$ cat src/rtl/mem_port_arbiter_pkg.sv
// Shared definitions for the memory-port arbiter and other users of the
// 16-bit dual-port memory: FSM state encoding, default widths and a small
// helper for index widths.
package mem_port_arbiter_pkg;

    typedef enum logic [1:0] {
        ST_IDLE = 2'd0,
        ST_BUSY = 2'd1,
        ST_ACK  = 2'd2
    } arb_state_t;

    localparam int DEF_NUM_REQ    = 3;
    localparam int DEF_ADDR_WIDTH = 16;
    localparam int DEF_DATA_WIDTH = 16;

    // Width of a binary requester index; never narrower than one bit.
    function automatic int idx_width(input int n);
        return (n > 1) ? $clog2(n) : 1;
    endfunction

endpackage

$ cat src/rtl/mem_port_arbiter_if.sv
// Bundle between the requesters / RAM port and the arbiter.
//   req, req_we, req_addr, req_wdata : per-requester request, packed by index
//   ack, rdata                       : completion pulse and returned data
//   mem_address, mem_write_data,
//   mem_write_enable, mem_read_data  : RAM port B
//   busy                             : arbiter has an access in flight
// slave  : arbiter view.
// master : requester + RAM view (also drives mem_read_data back).
interface mem_port_arbiter_if
    import mem_port_arbiter_pkg::*;
#(
    parameter int NUM_REQ    = DEF_NUM_REQ,
    parameter int ADDR_WIDTH = DEF_ADDR_WIDTH,
    parameter int DATA_WIDTH = DEF_DATA_WIDTH
) ();

    logic [NUM_REQ-1:0]            req;
    logic [NUM_REQ-1:0]            req_we;
    logic [NUM_REQ*ADDR_WIDTH-1:0] req_addr;
    logic [NUM_REQ*DATA_WIDTH-1:0] req_wdata;
    logic [NUM_REQ-1:0]            ack;
    logic [DATA_WIDTH-1:0]         rdata;
    logic [ADDR_WIDTH-1:0]         mem_address;
    logic [DATA_WIDTH-1:0]         mem_write_data;
    logic                          mem_write_enable;
    logic [DATA_WIDTH-1:0]         mem_read_data;
    logic                          busy;

    modport slave (
        input  req, req_we, req_addr, req_wdata, mem_read_data,
        output ack, rdata, mem_address, mem_write_data, mem_write_enable, busy
    );

    modport master (
        output req, req_we, req_addr, req_wdata, mem_read_data,
        input  ack, rdata, mem_address, mem_write_data, mem_write_enable, busy
    );

endinterface

$ cat src/rtl/mem_port_arbiter_rr_pick.sv
// Combinational round-robin picker.
//   req        : request vector
//   mask       : requesters excluded from this pick
//   last_grant : index of the previous winner
//   found      : some unmasked request is pending
//   idx        : first unmasked requester strictly after last_grant, wrapping
module rr_pick #(
    parameter int NUM_REQ = 3,
    parameter int IDX_W   = 2
) (
    input  logic [NUM_REQ-1:0] req,
    input  logic [NUM_REQ-1:0] mask,
    input  logic [IDX_W-1:0]   last_grant,
    output logic               found,
    output logic [IDX_W-1:0]   idx
);

    logic [NUM_REQ-1:0] eligible;
    logic [IDX_W-1:0]   cand;

    // Walk offsets 1..NUM_REQ from the pointer; last_grant itself is the
    // final candidate, so a lone requester can still win again.
    always_comb begin
        eligible = req & ~mask;
        found    = 1'b0;
        idx      = '0;
        cand     = '0;
        for (int k = 1; k <= NUM_REQ; k++) begin
            cand = IDX_W'((int'(last_grant) + k) % NUM_REQ);
            if (!found && eligible[cand]) begin
                found = 1'b1;
                idx   = cand;
            end
        end
    end

endmodule

$ cat src/rtl/mem_port_arbiter.sv
// Round-robin arbiter sharing one RAM port between NUM_REQ requesters.
//   clock, reset : rising-edge clock, synchronous active-high reset
//   bus          : requester handshake and RAM port (see mem_port_arbiter_if)
//
// state | meaning
// IDLE  | no access in flight
// BUSY  | access presented to the RAM; it executes on the falling edge
// ACK   | completion cycle, ack/rdata valid; next winner may be loaded
module mem_port_arbiter
    import mem_port_arbiter_pkg::*;
#(
    parameter int NUM_REQ    = DEF_NUM_REQ,
    parameter int ADDR_WIDTH = DEF_ADDR_WIDTH,
    parameter int DATA_WIDTH = DEF_DATA_WIDTH
) (
    input  logic              clock,
    input  logic              reset,
    mem_port_arbiter_if.slave bus
);

    localparam int IDX_W = idx_width(NUM_REQ);

    arb_state_t            state_q;
    arb_state_t            state_d;
    logic [IDX_W-1:0]      grant_q;
    logic [IDX_W-1:0]      last_grant_q;
    logic [IDX_W-1:0]      pick_idx;
    logic [NUM_REQ-1:0]    pick_mask;
    logic                  pick_found;
    logic                  load;
    logic [ADDR_WIDTH-1:0] addr_sel;
    logic [DATA_WIDTH-1:0] wdata_sel;
    logic                  we_sel;

    rr_pick #(
        .NUM_REQ (NUM_REQ),
        .IDX_W   (IDX_W)
    ) u_rr_pick (
        .req        (bus.req),
        .mask       (pick_mask),
        .last_grant (last_grant_q),
        .found      (pick_found),
        .idx        (pick_idx)
    );

    always_ff @(posedge clock) begin
        if (reset) state_q <= ST_IDLE;
        else       state_q <= state_d;
    end

    always_comb begin
        state_d = state_q;
        case (state_q)
            ST_IDLE: state_d = pick_found ? ST_BUSY : ST_IDLE;
            ST_BUSY: state_d = ST_ACK;
            ST_ACK:  state_d = pick_found ? ST_BUSY : ST_IDLE;
            default: state_d = ST_IDLE;
        endcase
    end

    // In ACK the acknowledged requester still shows its old req, so it is
    // masked out to avoid serving the same transfer twice.
    always_comb begin
        bus.busy  = (state_q == ST_BUSY);
        pick_mask = '0;
        if (state_q == ST_ACK) pick_mask[grant_q] = 1'b1;
        load = pick_found && ((state_q == ST_IDLE) || (state_q == ST_ACK));
    end

    always_comb begin
        addr_sel  = '0;
        wdata_sel = '0;
        we_sel    = 1'b0;
        for (int i = 0; i < NUM_REQ; i++) begin
            if (pick_idx == IDX_W'(i)) begin
                addr_sel  = bus.req_addr[i*ADDR_WIDTH +: ADDR_WIDTH];
                wdata_sel = bus.req_wdata[i*DATA_WIDTH +: DATA_WIDTH];
                we_sel    = bus.req_we[i];
            end
        end
    end

    // Write enable is only ever set on a load, so it is high for exactly the
    // BUSY cycle of a write and the RAM commits it once.
    always_ff @(posedge clock) begin
        if (reset) begin
            grant_q              <= '0;
            last_grant_q         <= IDX_W'(NUM_REQ - 1);
            bus.ack              <= '0;
            bus.rdata            <= '0;
            bus.mem_address      <= '0;
            bus.mem_write_data   <= '0;
            bus.mem_write_enable <= 1'b0;
        end else begin
            bus.ack              <= '0;
            bus.mem_write_enable <= 1'b0;
            if (load) begin
                grant_q              <= pick_idx;
                bus.mem_address      <= addr_sel;
                bus.mem_write_data   <= wdata_sel;
                bus.mem_write_enable <= we_sel;
            end
            if (state_q == ST_BUSY) begin
                bus.rdata    <= bus.mem_read_data;
                bus.ack      <= {{(NUM_REQ-1){1'b0}}, 1'b1} << grant_q;
                last_grant_q <= grant_q;
            end
        end
    end

endmodule

$ cat src/flat_wrapper.sv
// flat-port wrapper written by rule: the top's interface ports become plain ports
module mem_port_arbiter_flat import mem_port_arbiter_pkg::*;
#(
    parameter int NUM_REQ    = DEF_NUM_REQ,
    parameter int ADDR_WIDTH = DEF_ADDR_WIDTH,
    parameter int DATA_WIDTH = DEF_DATA_WIDTH
)
  (clock, reset, bus_req, bus_req_we, bus_req_addr, bus_req_wdata, bus_mem_read_data, bus_ack, bus_rdata, bus_mem_address, bus_mem_write_data, bus_mem_write_enable, bus_busy);
  mem_port_arbiter_if #(.NUM_REQ(NUM_REQ), .ADDR_WIDTH(ADDR_WIDTH), .DATA_WIDTH(DATA_WIDTH)) bus_i ();
  input  logic clock;
  input  logic reset;
  input wire logic [$bits(bus_i.req)-1:0] bus_req;
  input wire logic [$bits(bus_i.req_we)-1:0] bus_req_we;
  input wire logic [$bits(bus_i.req_addr)-1:0] bus_req_addr;
  input wire logic [$bits(bus_i.req_wdata)-1:0] bus_req_wdata;
  input wire logic [$bits(bus_i.mem_read_data)-1:0] bus_mem_read_data;
  output wire logic [$bits(bus_i.ack)-1:0] bus_ack;
  output wire logic [$bits(bus_i.rdata)-1:0] bus_rdata;
  output wire logic [$bits(bus_i.mem_address)-1:0] bus_mem_address;
  output wire logic [$bits(bus_i.mem_write_data)-1:0] bus_mem_write_data;
  output wire logic [$bits(bus_i.mem_write_enable)-1:0] bus_mem_write_enable;
  output wire logic [$bits(bus_i.busy)-1:0] bus_busy;
  assign bus_i.req = bus_req;
  assign bus_i.req_we = bus_req_we;
  assign bus_i.req_addr = bus_req_addr;
  assign bus_i.req_wdata = bus_req_wdata;
  assign bus_i.mem_read_data = bus_mem_read_data;
  assign bus_ack = bus_i.ack;
  assign bus_rdata = bus_i.rdata;
  assign bus_mem_address = bus_i.mem_address;
  assign bus_mem_write_data = bus_i.mem_write_data;
  assign bus_mem_write_enable = bus_i.mem_write_enable;
  assign bus_busy = bus_i.busy;
  mem_port_arbiter #(.NUM_REQ(NUM_REQ), .ADDR_WIDTH(ADDR_WIDTH), .DATA_WIDTH(DATA_WIDTH)) u_core (.clock(clock), .reset(reset), .bus(bus_i));
endmodule
$ cat config.mk
export PLATFORM = sky130hd
export DESIGN_NAME = mem_port_arbiter_flat
export DESIGN_NICKNAME = d
export VERILOG_FILES = /design/src/rtl/mem_port_arbiter_pkg.sv /design/src/rtl/mem_port_arbiter_if.sv /design/src/rtl/mem_port_arbiter_rr_pick.sv /design/src/rtl/mem_port_arbiter.sv /design/src/flat_wrapper.sv
export SDC_FILE = /design/constraint.sdc
export NUM_CORES = 1
export LEC_CHECK = 0
export BUFFER_PORTS_ARGS = -buffer_cell sky130_fd_sc_hd__buf_2
export CAP_MARGIN = 20
export CORE_ASPECT_RATIO = 1.4
export CORE_UTILIZATION = 45
export DETAILED_ROUTE_END_ITERATION = 8
export PLACE_DENSITY = 0.8
export SETUP_SLACK_MARGIN = 0.15
export SLEW_MARGIN = 20
export SYNTH_ARGS = -nofsm -noshare
export SYNTH_HDL_FRONTEND = slang
export SYNTH_HIERARCHICAL = 1
export SYNTH_SLANG_ARGS = --single-unit
$ cat constraint.sdc
create_clock -name clock -period 4.9 [get_ports clock]
set_input_delay 0.49 -clock clock [delete_from_list [all_inputs] [get_ports clock]]
set_output_delay 0.49 -clock clock [all_outputs]
set_load 0.02 [all_outputs]
==> impl_metrics.yaml, run 1 <==
sta:
  max-slew-margin-rel: 0.3682
  rsz0062_at_grt: "false"
  finalSetupTns_ns: 0
  tightest_slew_ns: 0.9457
  fmax_mhz: 341.4
  min_period_ns: 2.929
  hold_viol_final: 0
  setup_viol: 0
  slew_violations: 0
  min_period_over_period: 0.5977
  fin_skew_ns: 0.007982
worst_setup_path:
  cp_num_buf_inv: 1
  criticalPathCategory: "flip-flop to flip-flop"
  path_cells: "nand2b_1 > nor2_1 > nand2b_4 > and2_4 > o211ai_1 > and3_1 > nor2b_4 > buf_4 > nor2_1 > a211oi_2"
  cp-start-kind: "flip-flop"
  cp.required_ns: 5.15
  crit_top_cell: "nor2_1"
  crit_fanout: 37
  crit_path_end_kind: "flip-flop"
  critical_path.top_delay_family: "simple AND/OR/NAND/NOR gates"
  slowest_delay_ns: 0.78
  crit_arrival_ns: 3.18
  slowest_stage: "nor2b_4"
synth:
  syn_nets: 439
  yosys-top-cells-count: "58 x dfxtp_1, 42 x nand2_1, 37 x nor2_1"
  syn_avg_cell_area_um2: 10.20
  synth.most_common_cell: "dfxtp_1"
  synth_area_leaders: "dfxtp_1 36%, a2bb2oi_2 14%, a211oi_2 12%, mux2i_1 10%, nand2_1 4.9%"
  async_flop_share: 0
  synth_edf_count: 0
  yosysUniqueCellTypes: 33
  synth_area_mm2: 0.003234
  synth-seq-cells: 58
  seq_area_frac_synth: 0.3590
  yosys_warnings: 6
  ys.flop_type: "dfxtp_1"
  synthCells: 317
  synth_largest_area_cell: "dfxtp_1"
  synthDominantCellAreaShare: 0.3590
power_and_ir_drop:
  p_leak_nw: 1.913
  peakVddDrop_v: 0.0002240
  power_density_mw_per_mm2: 371.9
  p_total_w: 0.001587
global_routing:
  grt_pass1_wl_um: 12010
  grt_max_degree: 58
  gr-total-overflow: 0
  grt_pass1_vias: 2859
  grt_usage: 0.2107
  antenna_found_initial: 0
cts:
  cts_max_level: 3
  clock_path_buffers: 2
  clockRootBuffer: "clkbuf_8"
  cts_tree: "yes"
  insertion_delay_ns: 0.33
  cts.repair.resized: 0
  cts_setup_buffers: 0
  cts_sinks: 58
  ctsHoldBuffers: 0
  clk_pin_slew_worst_paths_ns: 0.06
  cts-buffers-inserted: 9
placement:
  place_area_mm2: 0.004041
  dp_hpwl_um: 5729
  portBuffers: 172
  placed_cells: 560
  gp_congestion: 0.7977
route:
  vias_per_cell: 5.057
  routed_wl_um: 7749
  routedWlPerCell_um: 13.43
  drc: 0
  num_vias: 2918
  drt_iter0_markers: 56
  drtPass1Iterations: 4
  antenna_left: 0
floorplanning:
  initial_core_util: 0.4663
  io_pins: 173
  rows: 36
  design.core.area_mm2: 0.006937
  die_w_um: 73.65
  die_y_um: 102.3
  die_area_mm2: 0.007535
finish:
  nFillCells: 612
  syn2layout_area_growth_pct: 31.91
  fin_area_mm2: 0.004267
  instances_no_fill: 577
  drive_above_1_share: 0.5415
  nets: 599
  antennaDiodeCount: 0
flow_run:
  cap_violations: 0
outcome:
  outcome: "completed"
worst_hold_path:
  holdCritPathClass: "input port to flip-flop"
-- through the flow --
step | worst slack, ns | hold WS [ns] | util
2_1_floorplan | 2.867 | 0.4536 | -
6_report | 1.971 | 0.3882 | 0.6151
3_3_place_gp | 2.092 | 0.4392 | 0.5826
5_1_grt | 1.715 | 0.3785 | 0.6151
4_1_cts | 1.954 | 0.3690 | 0.6111
3_5_place_dp | 1.974 | 0.4438 | 0.5826
-- sequential cells by signal, summed over array words and instances, names as in the netlist --
name                         count
u_core/bus.mem_write_data       16
u_core/grant_q                   2
u_core/bus.ack                   3
u_core/bus.rdata                16
u_core/bus.mem_address          16
u_core/last_grant_q              2
u_core/state_q                   2
u_core/bus.mem_write_enable      1
-- report_power, final --
group	switching, W	total [W]	internal [W]
combinational	0.000327	0.000575	0.000248
sequential	0.0000353	0.000574	0.000539
clock	0.000175	0.000437	0.000262
-- area by class of cell --
cell class	instances	area (µm²)	area share
flip-flops and latches	58	1161	0.2721
clock buffers	14	162.7	0.03812
well taps	95	118.9	0.02786
multi-input cells	227	1852	0.4340
repair buffers	178	925.9	0.2170
clock inverters	2	35.03	0.008211
inverters	3	11.26	0.002639
-- worst reg2reg max path: stages (launching register included) --
cell      delay, ns
dfxtp_1        0.39
nand2b_1       0.17
nor2_1         0.06
nand2b_4       0.15
and2_4         0.16
o211ai_1       0.14
and3_1         0.20
nor2b_4        0.78
buf_4          0.48
nor2_1         0.11
a211oi_2       0.21
-- per-layer routing --
metal | vias to the layer above | GRT usage | wire length [µm]
met4 | 0 | 0.1065 | 157
met2 | 121 | 0.4030 | 4105
met3 | 14 | 0.06706 | 603
met1 | 1328 | 0.1949 | 2882
met5 | - | 0 | 0
li1 | 1455 | - | -
-- cell families (layout without fill, tap and decap cells) --
family                   after synthesis  after routing  synth area share
multiplexers                          33             33            0.1021
flip-flops                            58             58            0.3590
AO/OA/AOI/OAI                         90             90            0.3102
AND/OR/NAND/NOR                      101            101            0.1435
adder cells (fa/ha/maj)                3              3           0.01122
buffers and inverters                 32            197           0.07389
-- cells in the final DEF, fill, tap and decap left out, types with 3 or more instances in the layout --
cell type and instances:
buf_2 172, dfxtp_1 58, nand2_1 42, nor2_1 37, mux2i_1 33, a2bb2oi_2 30, a211oi_2 30, a21oi_1 19
clkbuf_8 11, nand2b_1 5, buf_4 5, nor3_1 4, clkbuf_1 3, o21ai_0 3, a211oi_1 3, nand2b_4 3
-- worst paths after layout --
check | startpoint | to | slack [ns] | cells after the start
setup reg to reg | u_core/state_q[0] | u_core/bus.mem_address[4] | 1.97 | 10
hold reg to reg | u_core/bus.rdata[6] | u_core/bus.rdata[6] | 0.45 | 2
hold / removal | bus_mem_read_data[10] | u_core/bus.rdata[10] | 0.39 | 3
setup / recovery | u_core/state_q[0] | u_core/bus.mem_address[4] | 1.97 | 10
Power figures use the tool's default switching activity.
==> inputs of run 2 (changes only) <==
--- a/config.mk
+++ b/config.mk
@@ -8,9 +8,9 @@
 export BUFFER_PORTS_ARGS = -buffer_cell sky130_fd_sc_hd__buf_2
 export CAP_MARGIN = 20
 export CORE_ASPECT_RATIO = 1.4
-export CORE_UTILIZATION = 45
+export CORE_UTILIZATION = 41
 export DETAILED_ROUTE_END_ITERATION = 8
-export PLACE_DENSITY = 0.8
+export PLACE_DENSITY = 0.77
 export SETUP_SLACK_MARGIN = 0.15
 export SLEW_MARGIN = 20
 export SYNTH_ARGS = -nofsm -noshare
==> constraint.sdc (replaced) <==
create_clock -name clock -period 2.5 [get_ports clock]
set_input_delay 0.25 -clock clock [delete_from_list [all_inputs] [get_ports clock]]
set_output_delay 0.25 -clock clock [all_outputs]
set_load 0.02 [all_outputs]
==> impl_metrics.yaml, run 2 (same netlist as run 1, synthesis figures left out) <==
route:
  wl_met2_um: 4268
  antenna_left: 0
  drc: 0
  drtPass1Iterations: 4
  routedWlPerCell_um: 13.91
  drt_iter0_markers: 76
  wirelength_met1_um: 3210
  routed_wl_um: 8222
  vias_per_cell: 5.008
  route.met3.wl_um: 579
  num_vias: 2960
  highest-signal-layer: "met4"
worst_setup_path:
  rrSetupSlack_ns: 0.27
  cp-start-kind: "flip-flop"
  slowest_stage: "dfxtp_2"
  crit_fanout: 14
  path_cells: "nand2b_1 > nor3_1 > nand2b_4 > maj3_2 > nor2_1 > a211oi_4 > nor2b_4 > clkbuf_16 > a2bb2oi_2 > a211oi_2"
  slowest_delay_ns: 0.34
  rr_worst_depth: 10
  crit_path_end_kind: "flip-flop"
  criticalPathCategory: "flip-flop to flip-flop"
  r2r_start: "u_core/state_q[0]"
  cp.required_ns: 2.74
  timing.rr.end: "u_core/bus.mem_write_data[4]"
  crit_arrival_ns: 2.47
global_routing:
  gr-total-overflow: 0
  grt_pass1_vias: 2914
  grt_max_degree: 51
  antenna_found_initial: 0
  grt_pass1_wl_um: 12590
  grt_usage: 0.1903
sta:
  setup_viol: 0
  tightest_slew_ns: 0.7467
  min_period_ns: 2.230
  setup_slack_ns: 0.2704
  min_period_over_period: 0.8918
  slew_violations: 0
  finalSetupTns_ns: 0
  rsz0062_at_grt: "false"
  fmax_mhz: 448.5
  max-slew-margin-rel: 0.5022
  hold_viol_final: 0
  fin_skew_ns: 0.006646
cts:
  cts_sinks: 58
  insertion_delay_ns: 0.33
  clock_path_buffers: 2
  ctsHoldBuffers: 0
  clockRootBuffer: "clkbuf_8"
  cts_tree: "yes"
  cts_max_level: 3
  cts-buffers-inserted: 9
  clk_pin_slew_worst_paths_ns: 0.06
finish:
  antennaDiodeCount: 0
  top_regs: "u_core/bus.mem_address: 16 flops, u_core/bus.mem_write_data: 16 flops, u_core/bus.rdata: 16 flops"
  final_cell_mix: "172 x buf_2, 55 x dfxtp_1, 42 x nand2_1"
  final_common_cell: "buf_2"
  syn2layout_area_growth_pct: 38.34
  drive_above_1_share: 0.5662
  nets: 609
floorplanning:
  design.core.area_mm2: 0.007702
  die_area_mm2: 0.008253
  die_y_um: 107.1
  rows: 38
  die_w_um: 77.07
  initial_core_util: 0.4199
  io_pins: 173
power_and_ir_drop:
  p_leak_nw: 2.003
  peakVddDrop_v: 0.0004412
  power_density_mw_per_mm2: 737.2
placement:
  portBuffers: 172
  dp_hpwl_um: 5904
  place_ws_ns: 0.2266
  gp_congestion: 0.7643
outcome:
  outcome: "completed"
worst_hold_path:
  hold_path_startpoint: "bus_mem_read_data[14]"
  holdCritPathClass: "input port to flip-flop"
  whs_endpoint: "u_core/bus.rdata[14]"
  whs_path_depth: 3
flow_run:
  cap_violations: 0
-- run 2: cell types whose count changed in the layout (fill, tap and decap cells not counted), sizes merged --
| cell | delta |
|---|---|
| buf | +8 |
| clkinv | -1 |
| clkbuf | +1 |
| bufinv | +1 |
-- run 2: per-stage QoR --
| stage | hold slack (ns) | std cells | utilization | power (W) | cell area, µm² |
|---|---|---|---|---|---|
| finish | 0.1578 | 591 | 0.5809 | 0.003298 | 4474 |
| global route | 0.1505 | 591 | 0.5809 | 0.003471 | 4474 |
| CTS | 0.1422 | 584 | 0.5643 | 0.003264 | 4347 |
| detailed placement | 0.4476 | 569 | 0.5359 | 0.002304 | 4128 |
| global placement | 0.4398 | 569 | 0.5359 | 0.002269 | 4128 |
| floorplan | 0.3860 | 317 | - | 0.001991 | 3234 |
-- run 2: how the worst max path moves through the flow --
stage                            startpoint                             to  slack [ns]  cells after the start
after floorplan           u_core/state_q[0]     u_core/bus.mem_address[10]        0.47                     12
after global placement    u_core/state_q[0]   u_core/bus.mem_write_data[5]        0.26                     10
after detailed placement  u_core/state_q[0]  u_core/bus.mem_write_data[15]        0.23                     10
after CTS                 u_core/state_q[0]  u_core/bus.mem_write_data[15]        0.21                     10
after global routing      u_core/state_q[0]   u_core/bus.mem_write_data[4]        0.13                     10
final                     u_core/state_q[0]   u_core/bus.mem_write_data[4]        0.27                     10
-- run 2: repair_timing --
action | CTS | global route
buffers inserted | 0 | 5
endpoints found under the setup margin | 0 | 31
hold endpoints to repair | 0 | 0
resized for setup | 0 | 13
-- run 2: area by class of cell --
cell class                 instances  area [µm²]
multi-input combinational        227        1864
tap                              100       125.1
clock inverter                     2       60.06
inverter                           3       11.26
fill                             691        3228
sequential                        58        1165
timing repair buffer             188        1090
clock buffer                      13       158.9
-- run 2: critical path, delay by kind of cell, from the launching register on --
kind / cells / cell delay, ns
buf+inv: 1 / 0.24
flops: 1 / 0.34
simple gates: 5 / 0.82
compound gates: 3 / 0.55
fa+ha+maj: 1 / 0.18
-- run 2: where the power goes --
| group | internal, W | leakage [nW] | switching [W] |
|---|---|---|---|
| combinational | 0.000553 | 1.41 | 0.000665 |
| sequential | 0.00106 | 0.480 | 0.0000681 |
| clock | 0.000611 | 0.110 | 0.000344 |
| total | 0.00222 | 2.00 | 0.00108 |
-- run 2: per-layer routing --
| layer | track usage | vias to the layer above |
|---|---|---|
| li1 | - | 1475 |
| met1 | 0.1948 | 1344 |
| met2 | 0.3578 | 125 |
| met3 | 0.05021 | 16 |
| met4 | 0.08491 | 0 |
| met5 | 0 | - |
